--- src/rtl/vtg_pkg.sv ---
// Shared types and constants for the video timing generator: pattern select,
// FSM states and the colour-bar palette.
package vtg_pkg;

  typedef enum logic [1:0] {
    PAT_BARS  = 2'd0,
    PAT_RAMP  = 2'd1,
    PAT_LEVEL = 2'd2,
    PAT_BLACK = 2'd3
  } pattern_e;

  typedef enum logic {
    IDLE = 1'b0,
    RUN  = 1'b1
  } state_e;

  localparam logic [23:0] BORDER_COLOR = 24'hFFFFFF;

  localparam logic [23:0] BAR_WHITE   = 24'hFFFFFF;
  localparam logic [23:0] BAR_YELLOW  = 24'hFFFF00;
  localparam logic [23:0] BAR_CYAN    = 24'h00FFFF;
  localparam logic [23:0] BAR_GREEN   = 24'h00FF00;
  localparam logic [23:0] BAR_MAGENTA = 24'hFF00FF;
  localparam logic [23:0] BAR_RED     = 24'hFF0000;
  localparam logic [23:0] BAR_BLUE    = 24'h0000FF;
  localparam logic [23:0] BAR_BLACK   = 24'h000000;

  function automatic logic [23:0] bar_color(input logic [2:0] idx);
    logic [23:0] c;
    case (idx)
      3'd0:    c = BAR_WHITE;
      3'd1:    c = BAR_YELLOW;
      3'd2:    c = BAR_CYAN;
      3'd3:    c = BAR_GREEN;
      3'd4:    c = BAR_MAGENTA;
      3'd5:    c = BAR_RED;
      3'd6:    c = BAR_BLUE;
      default: c = BAR_BLACK;
    endcase
    return c;
  endfunction

endpackage

--- src/rtl/vtg_pattern.sv ---
// Combinational pixel generator: maps the current raster position, frame count
// and active pattern to a 24-bit {R,G,B} value, with an optional white border.
module vtg_pattern
  import vtg_pkg::*;
#(
  parameter int CNT_BITS = 12,
  parameter int H_ACTIVE = 1280,
  parameter int V_ACTIVE = 720
) (
  input  logic [CNT_BITS-1:0] hc,
  input  logic [CNT_BITS-1:0] vc,
  input  logic [7:0]          frame_cnt,
  input  pattern_e            pattern,
  input  logic                border_en,
  output logic [23:0]         pixel
);

  localparam int BAR_W = H_ACTIVE / 8;

  logic [2:0] bar_idx;
  logic       border;

  always_comb begin
    // Only meaningful inside the active width, where the quotient is 0..7.
    bar_idx = 3'(hc / CNT_BITS'(BAR_W));
    border  = border_en &&
              (hc == '0 || hc == CNT_BITS'(H_ACTIVE - 1) ||
               vc == '0 || vc == CNT_BITS'(V_ACTIVE - 1));
    case (pattern)
      PAT_BARS:  pixel = bar_color(bar_idx);
      PAT_RAMP:  pixel = {3{hc[7:0]}};
      PAT_LEVEL: pixel = {3{frame_cnt}};
      default:   pixel = 24'h000000;
    endcase
    if (border) pixel = BORDER_COLOR;
  end

endmodule

--- src/rtl/video_timing_gen.sv ---
// Video timing generator: h/v raster counters, IDLE/RUN FSM, sync/de decode and
// registered pixel outputs. Define VTG_BORDER_EN to paint a white frame border.
module video_timing_gen
  import vtg_pkg::*;
#(
  parameter int CNT_BITS = 12,
  parameter int H_ACTIVE = 1280,
  parameter int H_FP     = 110,
  parameter int H_SYNC   = 40,
  parameter int H_BP     = 220,
  parameter int V_ACTIVE = 720,
  parameter int V_FP     = 5,
  parameter int V_SYNC   = 5,
  parameter int V_BP     = 20
) (
  input  logic        clk_i,
  input  logic        rst_i,
  input  logic        en_i,
  input  logic [1:0]  pattern_sel_i,
  output logic        vs_o,
  output logic        hs_o,
  output logic        de_o,
  output logic [23:0] data_o,
  output logic        frame_start_o,
  output logic        busy_o
);

  localparam int H_TOTAL = H_ACTIVE + H_FP + H_SYNC + H_BP;
  localparam int V_TOTAL = V_ACTIVE + V_FP + V_SYNC + V_BP;

  localparam logic [CNT_BITS-1:0] H_LAST   = CNT_BITS'(H_TOTAL - 1);
  localparam logic [CNT_BITS-1:0] V_LAST   = CNT_BITS'(V_TOTAL - 1);
  localparam logic [CNT_BITS-1:0] H_ACT_C  = CNT_BITS'(H_ACTIVE);
  localparam logic [CNT_BITS-1:0] V_ACT_C  = CNT_BITS'(V_ACTIVE);
  localparam logic [CNT_BITS-1:0] HS_START = CNT_BITS'(H_ACTIVE + H_FP);
  localparam logic [CNT_BITS-1:0] HS_END   = CNT_BITS'(H_ACTIVE + H_FP + H_SYNC);
  localparam logic [CNT_BITS-1:0] VS_START = CNT_BITS'(V_ACTIVE + V_FP);
  localparam logic [CNT_BITS-1:0] VS_END   = CNT_BITS'(V_ACTIVE + V_FP + V_SYNC);

  state_e              state;
  logic [CNT_BITS-1:0] hc;
  logic [CNT_BITS-1:0] vc;
  logic [7:0]          frame_cnt;
  pattern_e            pat_q;
  pattern_e            pat_now;
  logic                running;
  logic                frame_first;
  logic                de_c;
  logic                hs_c;
  logic                vs_c;
  logic                border_en;
  logic [23:0]         pixel;

`ifdef VTG_BORDER_EN
  assign border_en = 1'b1;
`else
  assign border_en = 1'b0;
`endif

  // The select is sampled on the first pixel of a frame so that pixel already
  // uses the new pattern; it is then held for the rest of the frame.
  always_comb begin
    running     = (state == RUN);
    frame_first = (hc == '0) && (vc == '0);
    pat_now     = frame_first ? pattern_e'(pattern_sel_i) : pat_q;
    de_c        = (hc < H_ACT_C) && (vc < V_ACT_C);
    hs_c        = (hc >= HS_START) && (hc < HS_END);
    vs_c        = (vc >= VS_START) && (vc < VS_END);
  end

  vtg_pattern #(
    .CNT_BITS (CNT_BITS),
    .H_ACTIVE (H_ACTIVE),
    .V_ACTIVE (V_ACTIVE)
  ) u_pattern (
    .hc        (hc),
    .vc        (vc),
    .frame_cnt (frame_cnt),
    .pattern   (pat_now),
    .border_en (border_en),
    .pixel     (pixel)
  );

  always_ff @(posedge clk_i) begin
    if (rst_i) begin
      state         <= IDLE;
      hc            <= '0;
      vc            <= '0;
      frame_cnt     <= '0;
      pat_q         <= PAT_BARS;
      vs_o          <= 1'b0;
      hs_o          <= 1'b0;
      de_o          <= 1'b0;
      data_o        <= '0;
      frame_start_o <= 1'b0;
      busy_o        <= 1'b0;
    end else begin
      vs_o          <= running && vs_c;
      hs_o          <= running && hs_c;
      de_o          <= running && de_c;
      data_o        <= (running && de_c) ? pixel : '0;
      frame_start_o <= running && frame_first;
      busy_o        <= running;

      case (state)
        IDLE: begin
          hc <= '0;
          vc <= '0;
          if (en_i) state <= RUN;
        end
        RUN: begin
          pat_q <= pat_now;
          if (hc == H_LAST) begin
            hc <= '0;
            if (vc == V_LAST) begin
              // Frame boundary is the only place a stop request takes effect.
              vc        <= '0;
              frame_cnt <= frame_cnt + 8'd1;
              if (!en_i) state <= IDLE;
            end else begin
              vc <= vc + 1'b1;
            end
          end else begin
            hc <= hc + 1'b1;
          end
        end
        default: state <= IDLE;
      endcase
    end
  end

endmodule

--- config.mk ---
export PLATFORM = sky130hd
export DESIGN_NAME = video_timing_gen
export DESIGN_NICKNAME = d
export VERILOG_FILES = /design/src/rtl/vtg_pkg.sv /design/src/rtl/vtg_pattern.sv /design/src/rtl/video_timing_gen.sv
export SDC_FILE = /design/constraint.sdc
export NUM_CORES = 1
export LEC_CHECK = 0
export BUFFER_PORTS_ARGS = -buffer_cell sky130_fd_sc_hd__buf_4
export CAP_MARGIN = 30
export CORE_MARGIN = 3
export CORE_UTILIZATION = 55
export DETAILED_ROUTE_END_ITERATION = 16
export GPL_TIMING_DRIVEN = 0
export PLACE_DENSITY = 0.86
export RECOVER_POWER = 25
export SLEW_MARGIN = 20
export SYNTH_ARGS = -nofsm -noshare
export SYNTH_HDL_FRONTEND = slang
export SYNTH_SLANG_ARGS = --single-unit
--- constraint.sdc ---
create_clock -name clk_i -period 3 [get_ports clk_i]
set_clock_uncertainty 0.1 [all_clocks]
set_input_delay 0.6 -clock clk_i [delete_from_list [all_inputs] [get_ports clk_i]]
set_output_delay 0.6 -clock clk_i [all_outputs]
set_load 0.02 [all_outputs]
* After elaboration in Yosys (flattened, before gate mapping) *
Cells that the tools add are included.

cells by class
  muxes and demuxes = 12
  equality and inequality tests = 11
  add/subtract/negate cells = 3
  reductions and logical operators = 14
  divide/modulo/power cells = 1
  order comparisons = 6
  bitwise operators = 2

operators with widths
  cell                     number
  $pmux W24 S7             1
  $pmux W24 S3             1
  $pmux W12 S2             2
  $mux W12                 3
  $add A12 B1 Y12 const B  2
  $logic_not A12 Y1        2
  $lt A12 B10 Y1 const B   2
  $lt A12 B11 Y1 const B   2
  $div A12 B8 Y12 const B  1
  $eq A12 B10 Y1 const B   1
  $eq A12 B11 Y1 const B   1
  $ge A12 B10 Y1 const B   1
  $ge A12 B11 Y1 const B   1
  $eq A3 B3 Y1 const B     3
  $add A8 B1 Y8 const B    1
  $logic_and A1 B1 Y1      8
  $eq A3 B2 Y1 const B     2
  $eq A3 B1 Y1 const B     1
  $logic_not A3 Y1         1
  $mux W1                  3
  $reduce_and A3 Y1        1
  $eq A2 B1 Y1 const B     1
  $eq A2 B2 Y1 const B     1
  $logic_not A2 Y1         1
  5 further kinds          6

storage, ports and cells
  output and inout port bits = 29
  logic and storage cells = 60
  input port bits = 5
  register bits after elaboration = 64

* Depth between registers and ports, before layout *
Gate-level depths: netlist (run 1).

  depth in word-level cells = 5
  depth in mapped cells = 9

* Modules after synthesis *
From an unflattened synthesis (run 1), not the netlist that was laid out.

second synthesis, totals
  cells, all modules = 414
  area total of the unflattened synthesis = 3,606.0 um^2

by module, submodules not included
  module            cells each  seq. area each (um^2)  instances  area each (um^2)
  video_timing_gen  295         1,281.2                1          2,757.6
  vtg_pattern       119         0.0                    1          848.3

* Least setup slack after synthesis (run 1) *
OpenSTA, ideal clock, no wires.

  path type = register to register
  from = register hc[3]
  to = register data_o[16]
  period minus slack after synthesis = 2.459 ns
  slack = 0.541 ns
  required time = 2.830 ns
  library setup time = 0.070 ns
  stages on the path, launching flop included = 8
  data arrival time = 2.288 ns
  path through = dfxtp_1 -> or4_4 -> nor4_2 -> and4_1 -> buf_2 -> mux2i_1 -> a22oi_1 -> a21oi_1

between the ends
  cells in the longest elaborated chain, start to end = 5
  elaborated cells on any way between the ends = 21
  those cells by class = 1 x div; 1 x order compare; 8 x eq/ne; 3 x mux; 1 x bitwise; 7 x reduce/logical

RTL lines
  item                                                     line                     source
  start: declaration                                       video_timing_gen.sv:41   logic [CNT_BITS-1:0] hc;
  start signal: assignment                                 video_timing_gen.sv:124  hc <= hc + 1'b1;
  branches (longest 5 deep; another with $div A12 B8 Y12)  --
  end signal: assignment                                   video_timing_gen.sv:101  data_o <= (running && de_c) ? pixel : '0;
  end: declaration                                         video_timing_gen.sv:23   output logic [23:0] data_o,

Parallel ways; which one is timed is not known.
A chain may end at the register's enable or synchronous reset.

* Final worst setup path (run 1) *
  from = register hc[7]
  to = register data_o[4]

The elaborated chain is that of the path after synthesis.

==> reports/qor.yml, run 1 <==
layout_commonest_cell: "dfxtp_1"
setup_viol: 0
multiInputGateArea_um2: 1700
wl_per_cell_um: 15.6
htreeDepth: 3
ys_seq_elements: 64
critPathKind: "reg2reg"
antenna_left: 0
io_buffers: 33
cts_tree: "done"
ctsRootBufferMaster: "clkbuf_8"
syn_to_final_growth_pct: 15.6
cp.required_ns: 3.17
r2r_slack_ns: 0.13
cellPowerDensity_nw_per_um2: 503
drtPass1Iterations: 5
nNetsFinal: 415
yosys_warnings: 0
ir_drop_mv: 0.299
crit_path_start_kind: "flop"
synth_top_area_share: 0.412
die_area_um2: 6600
period_minus_slack_ns: 2.87
diodes: 0
die_y_um: 81.2
vias: 2886
numClockSinks: 64
finalSetupTns_ns: 0
clk-insertion-delay-late_ns: 0.34
rows: 26
drt-initial-drc-count: 224
setup_slack_ns: 0.132
syn_area_um2: 3110
syn_avg_cell_area_um2: 8.69
ys_async_sr_fraction: 0
ys_types: 56
seqCellArea_um2: 1280
cp_max_fo: 10
cp-endpoint: "data_o[4]"
worstPathBufferInverterCount: 2
finalMaxSlewViolations: 0
track_usage: 0.237
pre_cts_ws_ns: 0.111
place_congestion: 0.885
grt_overflow: 0
synthesis.nets: 371
slew-limit-headroom: 0.505
cp-startpoint: "hc[7]"
critical_path_depth: 8
drv.max_cap_violation_count: 0
viasPerCell: 6.05
hpwl_um: 5160
hold_depth: 2
die_w_um: 81.2
cts_buffer_depth: 2
cts_setup_buffers: 0
p_leak_uw: 0.00128
final_cell_mix: "dfxtp_1, clkbuf_1, nor2_1"
grt_max_degree: 14
grt_pass1_wl_um: 12100
arrival_ns: 3.04
cts.reportedPaths.clkPinSlew_ns: 0.07
report.final.hold_viol_count: 0
slowest_delay_ns: 0.66
synth_edf_count: 0
yosys-top-cells-area: "dfxtp_1, a21oi_1, nor2_1, ha_1, o21ai_0"
rsz0062_at_grt: "no"
antenna_found_initial: 0
endpoint_kind: "flop"
start_util: 0.587
io_pins: 34
timing.critical_path.max_delay_family: "compound AO/OA/AOI/OAI gates"
drc_errors: 0
routed_wl_um: 7430
netlist_instances: 358
synth_flop_cell: "dfxtp_1"
r2r-start: "hc[7]"
status: "completed"
seq_area_frac_synth: 0.412
path_cells: "clkbuf_1 -> clkbuf_1 -> nor3b_1 -> a2111oi_0 -> o221ai_1 -> o21ai_0 -> o211ai_2 -> a21oi_1"
worstMarginPinSlew_ns: 0.723
numCtsBuffers: 9
grt_pass1_vias: 2579
core_area_um2: 5300
cp_common_cell: "clkbuf_1"
cp_slowest_cell: "a2111oi_0"
fmaxAchievable_mhz: 349
drive_above_1_share: 0.120
reg2reg_depth: 8
yosysTopAreaCell: "dfxtp_1"
hp-class: "in2reg"
r2r_end: "data_o[4]"
fill_cells: 436
finalCritPeriodShare: 0.956
power breakdown:
part	total [uW]	switching (uW)	internal [uW]
registers	875	9.12	865
logic	102	69.0	32.9
clock network	834	357	477
cells in the mapped netlist, types with 5 or more instances:
cell       n
a22oi_1    8
clkbuf_1  15
dfxtp_1   64
o21ai_0   18
nand2b_1  12
nor2b_1    9
nor3b_1    5
inv_1     10
a21oi_1   34
o31ai_1    5
xor2_1    10
buf_2      5
nand2_1   18
nor3_1     5
nand3_1   16
xnor2_1    9
nor2_1    35
ha_1       8
nand4_1    9
how the worst min path moves through the flow:
stage | from | to
6_report | rst_i | frame_cnt[3]
4_1_cts | rst_i | frame_cnt[3]
5_1_grt | rst_i | frame_cnt[3]
2_1_floorplan | frame_cnt[7] | frame_cnt[7]
3_5_place_dp | frame_cnt[7] | frame_cnt[7]
3_3_place_gp | frame_cnt[7] | frame_cnt[7]
stage by stage:
step	util	instance area, um2	std cells	total power (uW)	hold slack [ns]
3_5_place_dp	0.650	3450	461	1000	0.398
2_1_floorplan	-	3110	358	959	0.354
4_1_cts	0.693	3680	477	1830	0.316
5_1_grt	0.678	3600	477	1870	0.324
6_report	0.678	3600	477	1810	0.327
3_3_place_gp	0.650	3450	461	998	0.381
layer usage:
metal  routed length [um]  vias to the layer above  global-route usage
met5                    0                        -                   0
met1                 3120                     1340               0.290
met2                 3500                      151               0.399
li1                     -                     1373                   -
met4                  180                        0              0.0828
met3                  624                       22              0.0665
what timing repair did:
| item | 4_1_cts | 5_1_grt |
|---|---|---|
| endpoints found under the setup margin | 0 | 22 |
| gates resized for setup | 0 | 1 |
| endpoints found under the hold margin | 0 | 0 |
| hold buffers | 0 | 0 |
area by class of cell:
| type | instances | share of cell area |
|---|---|---|
| timing repair buffer | 33 | 0.0459 |
| multi-input combinational | 261 | 0.474 |
| clock inverter | 7 | 0.0292 |
| inverter | 10 | 0.0104 |
| sequential | 64 | 0.356 |
| buffer | 23 | 0.0257 |
| tap | 70 | 0.0243 |
| clock buffer | 9 | 0.0344 |
state kept, by name (all words and copies together) (netlist names):
register and flops:
vc 12, hs_o 1, busy_o 1, vs_o 1, data_o 24, hc 12
de_o 1, pat_q 2, frame_cnt 8, frame_start_o 1, running 1
cell families after synthesis:
logic type,count (synthesis),synth area share
multiplexers,7,0.0257
adder cells (fa/ha/maj),8,0.0322
AO/OA/AOI/OAI,85,0.170
buffers and inverters,33,0.0418
AND/OR/NAND/NOR,142,0.265
XOR/XNOR,19,0.0535
flip-flops,64,0.412
Power figures use the tool's default switching activity.
==> run 2: changes to the inputs <==
--- a/config.mk
+++ b/config.mk
@@ -9,8 +9,11 @@
 export CAP_MARGIN = 30
 export CORE_MARGIN = 3
 export CORE_UTILIZATION = 55
+export CTS_BUF_LIST = sky130_fd_sc_hd__clkbuf_4
+export CTS_CLUSTER_DIAMETER = 200
 export DETAILED_ROUTE_END_ITERATION = 16
 export GPL_TIMING_DRIVEN = 0
+export MAX_ROUTING_LAYER = met4
 export PLACE_DENSITY = 0.86
 export RECOVER_POWER = 25
 export SLEW_MARGIN = 20
==> run 2 against run 1 <==
  * Critical path depth decreased by 1
  * First-iteration DRC count decreased by 8.0%
  * Die area unchanged
  * Flip-flop and latch count unchanged
  * Highest routed layer unchanged
==> reports/qor.yml, run 2 (synthesis results as in run 1) <==
status: "completed"
diodes: 0
viasPerCell: 5.95
period_minus_slack_ns: 2.81
largestRegisters: "data_o (24), hc (12), vc (12)"
die_y_um: 81.2
core_area_um2: 5300
hp-class: "in2reg"
cts.reportedPaths.clkPinSlew_ns: 0.12
p_sw_frac: 0.252
io_buffers: 33
report.final.hold_viol_count: 0
numCtsBuffers: 9
io_pins: 34
slowest_delay_ns: 0.60
path_cells: "or4_4 -> nor4_2 -> and4_1 -> buf_2 -> mux2i_2 -> a22oi_1 -> a21oi_1"
p_leak_uw: 0.00126
cp_max_fo: 8
clk-insertion-delay-late_ns: 0.41
cellPowerDensity_nw_per_um2: 470
numClockSinks: 64
finalMaxSlewViolations: 0
arrival_ns: 3.06
drive_above_1_share: 0.120
p_comb_frac: 0.061
holdBufCountCts: 0
finalSetupTns_ns: 0
setup_viol: 0
cp_slowest_cell: "or4_4"
drv.max_cap_violation_count: 0
cts_buffer_depth: 2
whs_ns: 0.253
ctsRootBufferMaster: "clkbuf_4"
worstMarginPinSlew_ns: 0.692
routed_wl_um: 7300
crit_path_start_kind: "flop"
rows: 26
slew-limit-headroom: 0.535
die_area_um2: 6600
htreeDepth: 3
nNetsFinal: 415
seqCellArea_um2: 1280
multiInputGateArea_um2: 1700
final_cell_mix: "dfxtp_1, clkbuf_1, nor2_1"
place_congestion: 0.900
critPathKind: "reg2reg"
largest_reg_flops: 24
p_int_uw: 1250
ir_drop_mv: 0.280
vias: 2837
grt_overflow: 0
grt_pass1_wl_um: 12000
antenna_left: 0
grt_max_degree: 14
rsz0062_at_grt: "no"
fin_cells: 477
drt-initial-drc-count: 206
layout_commonest_cell: "dfxtp_1"
antenna_found_initial: 0
start_util: 0.587
cts_tree: "done"
die_w_um: 81.2
fmaxAchievable_mhz: 356
finalCritPeriodShare: 0.937
endpoint_kind: "flop"
drc_errors: 0
clkPwrFrac: 0.414
grt_pass1_vias: 2592
largest-register: "data_o"
syn_to_final_growth_pct: 13.8
track_usage: 0.241
p_sw_uw: 419
dpl.cell_count: 461
wl_per_cell_um: 15.3
drtPass1Iterations: 5
cp.required_ns: 3.25
fill_cells: 449
p_seq_frac: 0.526
hpwl_um: 5160
-- run 2: cell counts in the layout (fill, tap and decap cells not counted) --
No cell type changed its count.
-- run 2: routing by layer --
layer	track usage	wire length [um]	up-vias
met1	0.285	3180	1353
met5	-	0	-
met2	0.397	3520	102
li1	-	-	1369
met3	0.0665	483	13
met4	0.0777	115	0
-- run 2: worst paths after layout --
| kind | startpoint | endpoint | slack (ns) | cells past startpoint |
|---|---|---|---|---|
| setup reg to reg | hc[3] | data_o[12] | 0.19 | 7 |
| hold reg to reg | frame_cnt[7] | frame_cnt[7] | 0.41 | 2 |
| setup / recovery | hc[3] | data_o[12] | 0.19 | 7 |
| hold / removal | rst_i | frame_cnt[3] | 0.25 | 2 |
-- run 2: area by class of cell --
class | instances | share of cell area
plain buffers | 23 | 0.0261
clock buffers | 9 | 0.0191
clock inverters | 7 | 0.0297
inverters | 10 | 0.0106
multi-input cells | 261 | 0.481
flip-flops and latches | 64 | 0.362
well taps | 70 | 0.0247
repair buffers | 33 | 0.0466
-- run 2: worst max-delay path: cells and delay by family, from the launching register on --
family	cells	cell delay [ns]
and+or+nand+nor	3	1.13
muxes	1	0.45
AOI/OAI and AO/OA	2	0.45
DFF	1	0.41
buffers and inverters	1	0.19
-- run 2: through the flow --
step                       util  area (um2)  power (uW)  worst slack [ns]
after CTS                 0.683        3620        1680            0.0787
final                     0.668        3540        1660             0.190
after global routing      0.668        3540        1720            0.0416
after detailed placement  0.650        3450        1000             0.111
after floorplan               -        3110         959             0.541
after global placement    0.650        3450         998             0.183
-- run 2: timing repair --
action	CTS	global route
setup endpoints to repair	0	24
resized for setup	0	1
hold endpoints to repair	0	0
setup buffers	0	0
-- run 2: power by group through the flow --
stage	Combinational (uW)	Clock, uW	Sequential (uW)
detailed placement	107	0	895
floorplan	49.6	0	909
global route	111	735	877
finish	101	689	875
global placement	104	0	894
CTS	107	695	875
